--- config.mk ---
export PLATFORM = sky130hd
export DESIGN_NAME = instr_predecode_q
export DESIGN_NICKNAME = d
export VERILOG_FILES = /design/src/rtl/instr_predecode_q_pkg.sv /design/src/rtl/instr_predecode_q_sync_fifo.sv /design/src/rtl/instr_predecode_q.sv
export SDC_FILE = /design/constraint.sdc
export NUM_CORES = 1
export LEC_CHECK = 0
export ABC_AREA = 1
export ABC_CLOCK_PERIOD_IN_PS = 3400
export BUFFER_PORTS_ARGS = -buffer_cell sky130_fd_sc_hd__buf_2
export CAP_MARGIN = 10
export CORE_MARGIN = 2
export CORE_UTILIZATION = 50
export CTS_CLUSTER_SIZE = 12
export DETAILED_ROUTE_END_ITERATION = 16
export MAX_ROUTING_LAYER = met4
export PLACE_DENSITY = 0.74
export SLEW_MARGIN = 20
export SYNTH_ARGS = -nofsm -noshare
export SYNTH_HDL_FRONTEND = slang
export SYNTH_SLANG_ARGS = --single-unit
--- constraint.sdc ---
create_clock -name clk -period 3.4 [get_ports clk]
set_input_delay 0.34 -clock clk [delete_from_list [all_inputs] [get_ports clk]]
set_output_delay 0.34 -clock clk [all_outputs]
set_load 0.03 [all_outputs]
--- src/rtl/instr_predecode_q_pkg.sv ---
// Opcode encodings, decoded-entry layout and decode helpers for the 4004/4040 predecoder.
package instr_predecode_q_pkg;

    localparam int PC_MAX_W = 16;

    // Canonical opcodes: one value per instruction, operand nibble cleared where it is an operand.
    typedef enum logic [7:0] {
        NOP = 8'h00, HLT = 8'h01, BBS = 8'h02, LCR = 8'h03, OR4 = 8'h04, OR5 = 8'h05,
        AN6 = 8'h06, AN7 = 8'h07, DB0 = 8'h08, DB1 = 8'h09, SB0 = 8'h0A, SB1 = 8'h0B,
        EIN = 8'h0C, DIN = 8'h0D, RPM = 8'h0E,
        JCN = 8'h10, FIM = 8'h20, SRC = 8'h21, FIN = 8'h30, JIN = 8'h31, JUN = 8'h40,
        JMS = 8'h50, INC = 8'h60, ISZ = 8'h70, ADD = 8'h80, SUB = 8'h90, LD  = 8'hA0,
        XCH = 8'hB0, BBL = 8'hC0, LDM = 8'hD0,
        WRM = 8'hE0, WMP = 8'hE1, WRR = 8'hE2, WPM = 8'hE3, WR0 = 8'hE4, WR1 = 8'hE5,
        WR2 = 8'hE6, WR3 = 8'hE7, SBM = 8'hE8, RDM = 8'hE9, RDR = 8'hEA, ADM = 8'hEB,
        RD0 = 8'hEC, RD1 = 8'hED, RD2 = 8'hEE, RD3 = 8'hEF,
        CLB = 8'hF0, CLC = 8'hF1, IAC = 8'hF2, CMC = 8'hF3, CMA = 8'hF4, RAL = 8'hF5,
        RAR = 8'hF6, TCC = 8'hF7, DAC = 8'hF8, TCS = 8'hF9, STC = 8'hFA, DAA = 8'hFB,
        KBP = 8'hFC, DCL = 8'hFD
    } opcode_t;

    typedef enum logic {
        W1 = 1'b0,
        W2 = 1'b1
    } fsm_state_t;

    typedef struct packed {
        opcode_t op;
        logic    illegal;
    } canon_t;

    typedef struct packed {
        opcode_t               op;
        logic [3:0]            opa;
        logic [7:0]            imm;
        logic [PC_MAX_W-1:0]   pc;
        logic                  two_word;
        logic                  illegal;
    } decoded_instr_t;

    function automatic logic is_two_word(input logic [7:0] b);
        return (b[7:4] == 4'h1) || (b[7:4] == 4'h4) || (b[7:4] == 4'h5) ||
               (b[7:4] == 4'h7) || ((b[7:4] == 4'h2) && !b[0]);
    endfunction

    function automatic canon_t canon_op(input logic [7:0] b, input bit ext);
        canon_t c;
        c.op      = NOP;
        c.illegal = 1'b0;
        case (b[7:4])
            4'h0: begin
                if (b == 8'h00)                    c.op = NOP;
                else if (ext && (b != 8'h0F))      c.op = opcode_t'(b);
                else                               c.illegal = 1'b1;
            end
            4'h2, 4'h3: c.op = opcode_t'({b[7:4], 3'b000, b[0]});
            4'hE:       c.op = opcode_t'(b);
            4'hF: begin
                if (b[3:1] == 3'b111) c.illegal = 1'b1;
                else                  c.op = opcode_t'(b);
            end
            default:    c.op = opcode_t'({b[7:4], 4'h0});
        endcase
        return c;
    endfunction

endpackage

--- src/rtl/instr_predecode_q_sync_fifo.sv ---
// Synchronous FIFO with flush; the read port holds the last head once the queue drains.
module sync_fifo #(
    parameter int WIDTH = 8,
    parameter int DEPTH = 2
) (
    input  logic             clk,
    input  logic             rst_n,
    input  logic             flush,
    input  logic             push,
    input  logic [WIDTH-1:0] din,
    input  logic             pop,
    output logic [WIDTH-1:0] dout,
    output logic             full,
    output logic             empty
);
    localparam int AW = (DEPTH > 1) ? $clog2(DEPTH) : 1;
    localparam int CW = AW + 1;

    logic [WIDTH-1:0] mem [DEPTH];
    logic [WIDTH-1:0] last_head;
    logic [AW-1:0]    wr_ptr;
    logic [AW-1:0]    rd_ptr;
    logic [CW-1:0]    count;
    logic             do_push;
    logic             do_pop;

    assign full    = (count == CW'(DEPTH));
    assign empty   = (count == '0);
    assign do_push = push && !full;
    assign do_pop  = pop && !empty;
    assign dout    = empty ? last_head : mem[rd_ptr];

    always_ff @(posedge clk or negedge rst_n) begin
        if (!rst_n) begin
            wr_ptr    <= '0;
            rd_ptr    <= '0;
            count     <= '0;
            last_head <= '0;
            for (int i = 0; i < DEPTH; i++) mem[i] <= '0;
        end else begin
            if (!empty) last_head <= mem[rd_ptr];
            if (flush) begin
                wr_ptr <= '0;
                rd_ptr <= '0;
                count  <= '0;
            end else begin
                if (do_push) begin
                    mem[wr_ptr] <= din;
                    wr_ptr      <= wr_ptr + 1'b1;
                end
                if (do_pop) rd_ptr <= rd_ptr + 1'b1;
                case ({do_push, do_pop})
                    2'b10:   count <= count + 1'b1;
                    2'b01:   count <= count - 1'b1;
                    default: count <= count;
                endcase
            end
        end
    end

endmodule

--- src/rtl/instr_predecode_q.sv ---
// Predecoder: merges two-word 4004 instructions, classifies opcodes and queues decoded entries.
module instr_predecode_q
    import instr_predecode_q_pkg::*;
#(
    parameter int QDEPTH   = 2,
    parameter int PC_W     = 12,
    parameter bit EXT_4040 = 1'b0
) (
    input  logic            clk,
    input  logic            rst_n,
    input  logic            flush_i,
    input  logic [7:0]      fetch_byte_i,
    input  logic [PC_W-1:0] fetch_pc_i,
    input  logic            fetch_valid_i,
    output logic            fetch_ready_o,
    output logic            instr_valid_o,
    input  logic            instr_ready_i,
    output opcode_t         op_o,
    output logic [3:0]      opa_o,
    output logic [7:0]      imm_o,
    output logic [PC_W-1:0] pc_o,
    output logic            two_word_o,
    output logic            illegal_o,
    output fsm_state_t      dbg_state
);
    // Handshake: a byte moves when fetch_valid_i & fetch_ready_o at a rising edge;
    // the head entry leaves when instr_valid_o & instr_ready_i at a rising edge.

    fsm_state_t     state, state_nxt;
    logic [7:0]     first_q;
    logic [PC_W-1:0] pc_q;
    logic           full, empty, accept, push, latch_first;
    canon_t         c_single, c_pair;
    decoded_instr_t entry, head;
    logic           unused_pc_bits;

    assign fetch_ready_o = !full;
    assign accept        = fetch_valid_i && fetch_ready_o;
    assign dbg_state     = state;

    always_comb begin
        state_nxt   = state;
        push        = 1'b0;
        latch_first = 1'b0;
        entry       = '0;
        c_single    = canon_op(fetch_byte_i, EXT_4040);
        c_pair      = canon_op(first_q, EXT_4040);
        case (state)
            W1: begin
                if (accept) begin
                    if (is_two_word(fetch_byte_i)) begin
                        latch_first = 1'b1;
                        state_nxt   = W2;
                    end else begin
                        push          = 1'b1;
                        entry.op      = c_single.op;
                        entry.opa     = fetch_byte_i[3:0];
                        entry.pc      = PC_MAX_W'(fetch_pc_i);
                        entry.illegal = c_single.illegal;
                    end
                end
            end
            W2: begin
                if (accept) begin
                    push           = 1'b1;
                    entry.op       = c_pair.op;
                    entry.opa      = first_q[3:0];
                    entry.imm      = fetch_byte_i;
                    entry.pc       = PC_MAX_W'(pc_q);
                    entry.two_word = 1'b1;
                    entry.illegal  = c_pair.illegal;
                    state_nxt      = W1;
                end
            end
            default: state_nxt = W1;
        endcase
        // Flush drops the partial word and whatever was accepted alongside it.
        if (flush_i) begin
            state_nxt   = W1;
            push        = 1'b0;
            latch_first = 1'b0;
        end
    end

    always_ff @(posedge clk or negedge rst_n) begin
        if (!rst_n) begin
            state   <= W1;
            first_q <= '0;
            pc_q    <= '0;
        end else begin
            state <= state_nxt;
            if (latch_first) begin
                first_q <= fetch_byte_i;
                pc_q    <= fetch_pc_i;
            end
        end
    end

    sync_fifo #(
        .WIDTH($bits(decoded_instr_t)),
        .DEPTH(QDEPTH)
    ) u_fifo (
        .clk   (clk),
        .rst_n (rst_n),
        .flush (flush_i),
        .push  (push),
        .din   (entry),
        .pop   (instr_ready_i),
        .dout  (head),
        .full  (full),
        .empty (empty)
    );

    assign instr_valid_o  = !empty;
    assign op_o           = head.op;
    assign opa_o          = head.opa;
    assign imm_o          = head.imm;
    assign pc_o           = head.pc[PC_W-1:0];
    assign two_word_o     = head.two_word;
    assign illegal_o      = head.illegal;
    assign unused_pc_bits = ^head.pc;

endmodule

## After elaboration in Yosys (flattened, before gate mapping)

Index checks and enable logic that the tools add are counted.

| cells by class | value |
|---|---|
| eq/ne operators | 17 |
| bitwise gates (word level) | 4 |
| muxes and demuxes | 47 |
| add/subtract/negate cells | 4 |
| magnitude comparators | 3 |
| reduce and logical (&&, ||, !) cells | 23 |

Operators by type and width:

| kind | number |
|---|---|
| $mux 38 | 6 |
| $bwmux 76 | 1 |
| $pmux 8 s4 | 2 |
| $mux 12 | 4 |
| $demux 38 s1 | 1 |
| $pmux 16 s2 | 1 |
| $mux 8 | 3 |
| $pmux 12 s2 | 1 |
| $mux 1 | 21 |
| $eq 4x2->1 const B | 4 |
| $eq 4x4->1 const B | 4 |
| $logic_not 8->1 | 2 |
| $eq 4x3->1 const B | 3 |
| $pmux 1 s2 | 5 |
| $logic_not 4->1 | 2 |
| $eq 3x3->1 const B | 2 |
| $logic_and 1x1->1 | 5 |
| $eq 2x2->1 const B | 2 |
| $eq 4x1->1 const B | 1 |
| $ge 2x2->1 const B | 2 |
| $logic_or 1x1->1 | 4 |
| $not 1->2 | 2 |
| $pmux 2 s2 | 1 |
| $reduce_bool 2->1 | 2 |
| other kinds (12) | 17 |

| storage, ports and cells | value |
|---|---|
| output and inout port bits | 37 |
| input bits | 25 |
| register bits after elaboration | 139 |

## Logic depth before layout (Yosys ltp)

| logic depth | value |
|---|---|
| depth after elaboration | 13 |
| depth in mapped cells | 13 |
| gate-level depth less buffers | 11 |

## Hierarchy

A second synthesis with hierarchy kept.

| unflattened totals | value |
|---|---|
| cell total of the unflattened synthesis | 771 |
| area total of the unflattened synthesis | 6,388.6 um^2 |

Modules (own cells, without submodules):

| module | cells each | area an instance (um^2) | times used |
|---|---|---|---|
| sync_fifo | 527 | 4,839.6 | 1 |
| instr_predecode_q | 244 | 1,549.0 | 1 |

## Worst setup path after synthesis

No wires, ideal clock.

| path | value |
|---|---|
| kind | register to output |
| start point | register u_fifo.count[0] |
| end point | output port imm_o[0] |
| data required time | 3.060 ns |
| slack | 1.312 ns |
| arrival | 1.748 ns |
| stages on the path, launching flop included | 6 |
| path through | dfrtp_1 > nor2_1 > inv_2 > clkbuf_1 > nor2_1 > a21oi_1 |

| between the ends | value |
|---|---|
| cells in the longest elaborated chain, start to end | 2 |

RTL lines:

| element | RTL line | RTL |
|---|---|---|
| from (decl) | instr_predecode_q_sync_fifo.sv:23 | `logic [CW-1:0] count;` |
| from (signal assigned) | instr_predecode_q_sync_fifo.sv:53 | `2'b10: count <= count + 1'b1;` |
| from (signal assigned) | instr_predecode_q_sync_fifo.sv:54 | `2'b01: count <= count - 1'b1;` |
| from (signal assigned) | instr_predecode_q_sync_fifo.sv:55 | `default: count <= count;` |
| $logic_not 2->1 | instr_predecode_q_sync_fifo.sv:28 | `assign empty = (count == '0);` |
| $mux 38 | instr_predecode_q_sync_fifo.sv:31 | `assign dout = empty ? last_head : mem[rd_ptr];` |
| to (decl) | instr_predecode_q.sv:20 | `output logic [7:0] imm_o,` |

Every way passes these cells.

## Worst setup path in the final report

| path | value |
|---|---|
| start point | register u_fifo.count[0] |
| end point | output port op_o[4] |

| between the ends | value |
|---|---|
| cells in the longest elaborated chain, start to end | 2 |

RTL lines:

| element | RTL line | RTL |
|---|---|---|
| $logic_not 2->1 | instr_predecode_q_sync_fifo.sv:28 |  |
| $mux 38 | instr_predecode_q_sync_fifo.sv:31 |  |
| to (decl) | instr_predecode_q.sv:18 | `output opcode_t op_o,` |

Every way passes these cells.

==> impl_results.md <==
* Htree depth at 4
* # fillers at 1,018
* Largest cells by area after synthesis: dfrtp_1 55%, nand2_1 18%, a21oi_1 6.0%
* Worst reg2reg endpoint: u_fifo.mem[6]
* Mapped Area at slightly below 6000 um2
* Worst Hold Path EP: pc_q[4]
* Synth Register Bits at roughly 130
* YS warnings at 0
* GPL Wtd Cong at ~0.90
* Worst-path clk slew at ~0.060 ns
* DR iter-0 viols at 428
* Ports at 62
* Die ar. at roughly 13,000 um2
* Number of distinct library cells after synthesis at 30
* Post-DP HPWL at between 9000 and 10,000 um
* DRC viols at 0
* Top-area cell type share of the netlist area at a little over half
* # rows at 39
* Worst Setup Start Kind: flop
* First-pass GRT wire length at about 25,000 um
* Hold_buf cts at 1
* Slew Viols, Final at 0
* IO Port Bufs at between 60 and 70
* Gr usage total at roughly 26%
* Multi-input logic area at about 2300 um2
* Setup CP Type: reg -> out
* Clock skew at 0.009878 ns
* Vias in the first global route at around 5,000
* ANT nets after route at 0
* Clock buffer depth at 2
* Number of buffers created by CTS at 17
* Seq/Total Area, Yosys at 54.68%
* Synth area leader: dfrtp_1
* Detailed Routing Iterations Pass 1 at 10
* CTS resizes at 0
* Worst Path Arrival at about 2.0 ns
* Initial antenna violation count at 0
* Worst Hold Class: in -> reg
* Largest net degree at the start of global routing at 88
* Setup violations, final at 0
* Max-Cap Viols at 0
* Final net count at about 800
* Max-slew headroom at a little over half
* Syn nets at roughly 750
* Fmax at ~420 MHz
* Die Y at about 110 um
* Total grt overflow at 0
* Die Wd at between 100 and 150 um
* Hold Path Depth at 3
* Post-DR vias/cell at around 5.4
* Initial core utilization at between 50% and 60%
* Power per cell area at roughly 940 nW/um2
* Required time worst endpoint at 3.06 ns
* R2R depth at 8
* Flop2flop setup slack at between 1 and 1.5 ns
* Synth Area per Inst at 8.072 um2
* Hold slack at between 0.15 and 0.2 ns
* RSZ-0062 raised after global routing: no
* Period minus WS final at approximately 2.4 ns
* Layout cell share with drive strength beyond 1 at between 10% and 20%
* CP max FO at 36
* Area growth, synth to finish at 18.08%
* Vias post-DR at around 5,000
* Cells after Synth at just over 700
* Leak at roughly 3.6 nW
* Post-synth ARST share at 100.0%
* Slew @ Worst Pin at between 0.6 and 0.7 ns
* DR WL/cell at about 16 um
* Root buffer cell: clkbuf_16
* Ant diodes at 0
* Setup bufs post-CTS at 0
* RR Startpoint: u_fifo.count[0]
* Final Cycle Share at a little over two thirds
* DRT Wirelength at around 15,000 um
* Peak supply drop at approximately 0.5 mV
* Total negative setup slack at 0 ns
* Number of synthesized flops with an enable pin at 0
* Clock Sinks at 127
* Power Total at 0.006477 W
* CTS tree: built
* Area of the core at ~11,000 um2
* Clk Latency, worst-skew pair at about 0.42 ns
* Final hold viol count at 0
* Ys flop type: dfrtp_1
* CP Capture Type: primary output
* Hold_sp: fetch_pc_i[4]
* Run status: complete, no violations
* FF+latch area at ~3200 um2
registers in the layout (all words and copies together) (netlist names):
name and flops:
pc_q 12, first_q 8, dbg_state 1, u_fifo.wr_ptr 1, u_fifo.last_head 34, u_fifo.count 2, u_fifo.rd_ptr 1, u_fifo.mem 68
cell usage after synthesis, types with 5 or more instances:
master and n:
nand2_1 286, nand3_1 21, clkbuf_1 14, inv_1 29, nand2_2 13, nand4_1 5, inv_2 8, nor2_1 56
dfrtp_1 127, o21ai_0 35, a21oi_1 70, buf_4 9, buf_2 5, o21ai_1 16
power by group:
group	switching [W]	total, W	leakage (nW)	internal (W)
Sequential	0.000259	0.00225	1.67	0.00199
Clock	0.000676	0.00207	0.319	0.00139
Combinational	0.00156	0.00216	1.60	0.000599
routing by layer:
layer  global-route usage, %  wire length [um]  vias up
met2                   39.15              7021      171
li1                        -                 -     2390
met5                       -                 0        -
met1                   34.01              6587     2413
met3                   6.696               955       21
met4                   8.642               232        0
worst max-delay path: stages (launching register included):
cell and delay, ns:
dfrtp_1 0.45, nor2_2 0.07, inv_2 0.50, nor2_1 0.12, a21oi_1 0.21, buf_2 0.24
how the worst max path moves through the flow:
stage	startpoint	end	slack, ns	depth (start not counted)
CTS	u_fifo.rd_ptr	op_o[4]	0.77	4
global route	u_fifo.count[0]	op_o[4]	0.87	5
finish	u_fifo.count[0]	op_o[4]	1.04	5
detailed placement	u_fifo.rd_ptr	op_o[1]	1.23	4
global placement	u_fifo.rd_ptr	pc_o[0]	1.29	4
floorplan	u_fifo.count[0]	imm_o[0]	1.31	5
cell families after synthesis:
logic type / Yosys count / share of synthesized area [%]
AO/OA/AOI/OAI: 125 / 10.96
flip-flops: 127 / 54.68
buffers and inverters: 73 / 5.877
XOR/XNOR: 1 / 0.1507
AND/OR/NAND/NOR: 394 / 28.33
metrics by stage:
| stage | area (um2) | util [%] | cells | setup WS [ns] |
|---|---|---|---|---|
| 3_3_place_gp | 6176 | 54.32 | 897 | 1.290 |
| 5_1_grt | 6863 | 60.36 | 930 | 0.8672 |
| 2_1_floorplan | 5812 | - | 720 | 1.312 |
| 3_5_place_dp | 6176 | 54.32 | 897 | 1.234 |
| 6_report | 6863 | 60.36 | 930 | 1.037 |
| 4_1_cts | 6863 | 60.36 | 930 | 0.7650 |
layout make-up:
cell class / instances / share of cell area, %
Sequential cell: 127 / 46.31
Multi-Input combinational cell: 520 / 33.44
Clock buffer: 18 / 6.399
Timing Repair Buffer: 69 / 5.579
Clock inverter: 14 / 3.464
Tap cell: 143 / 2.607
Inverter: 39 / 2.206
cell usage in the layout, fill, tap and decap left out, types with 9 or more instances in the layout:
| cell | Yosys | final |
|---|---|---|
| nand2_2 | 13 | 13 |
| clkbuf_16 | 0 | 17 |
| dfrtp_1 | 127 | 127 |
| nand2_1 | 286 | 286 |
| nor2_1 | 56 | 55 |
| nand3_1 | 21 | 21 |
| o21ai_1 | 16 | 16 |
| o21ai_0 | 35 | 35 |
| buf_2 | 5 | 60 |
| a21oi_1 | 70 | 70 |
| inv_2 | 8 | 9 |
| inv_1 | 29 | 29 |
Note: power is estimated with default switching activity, not from simulation.
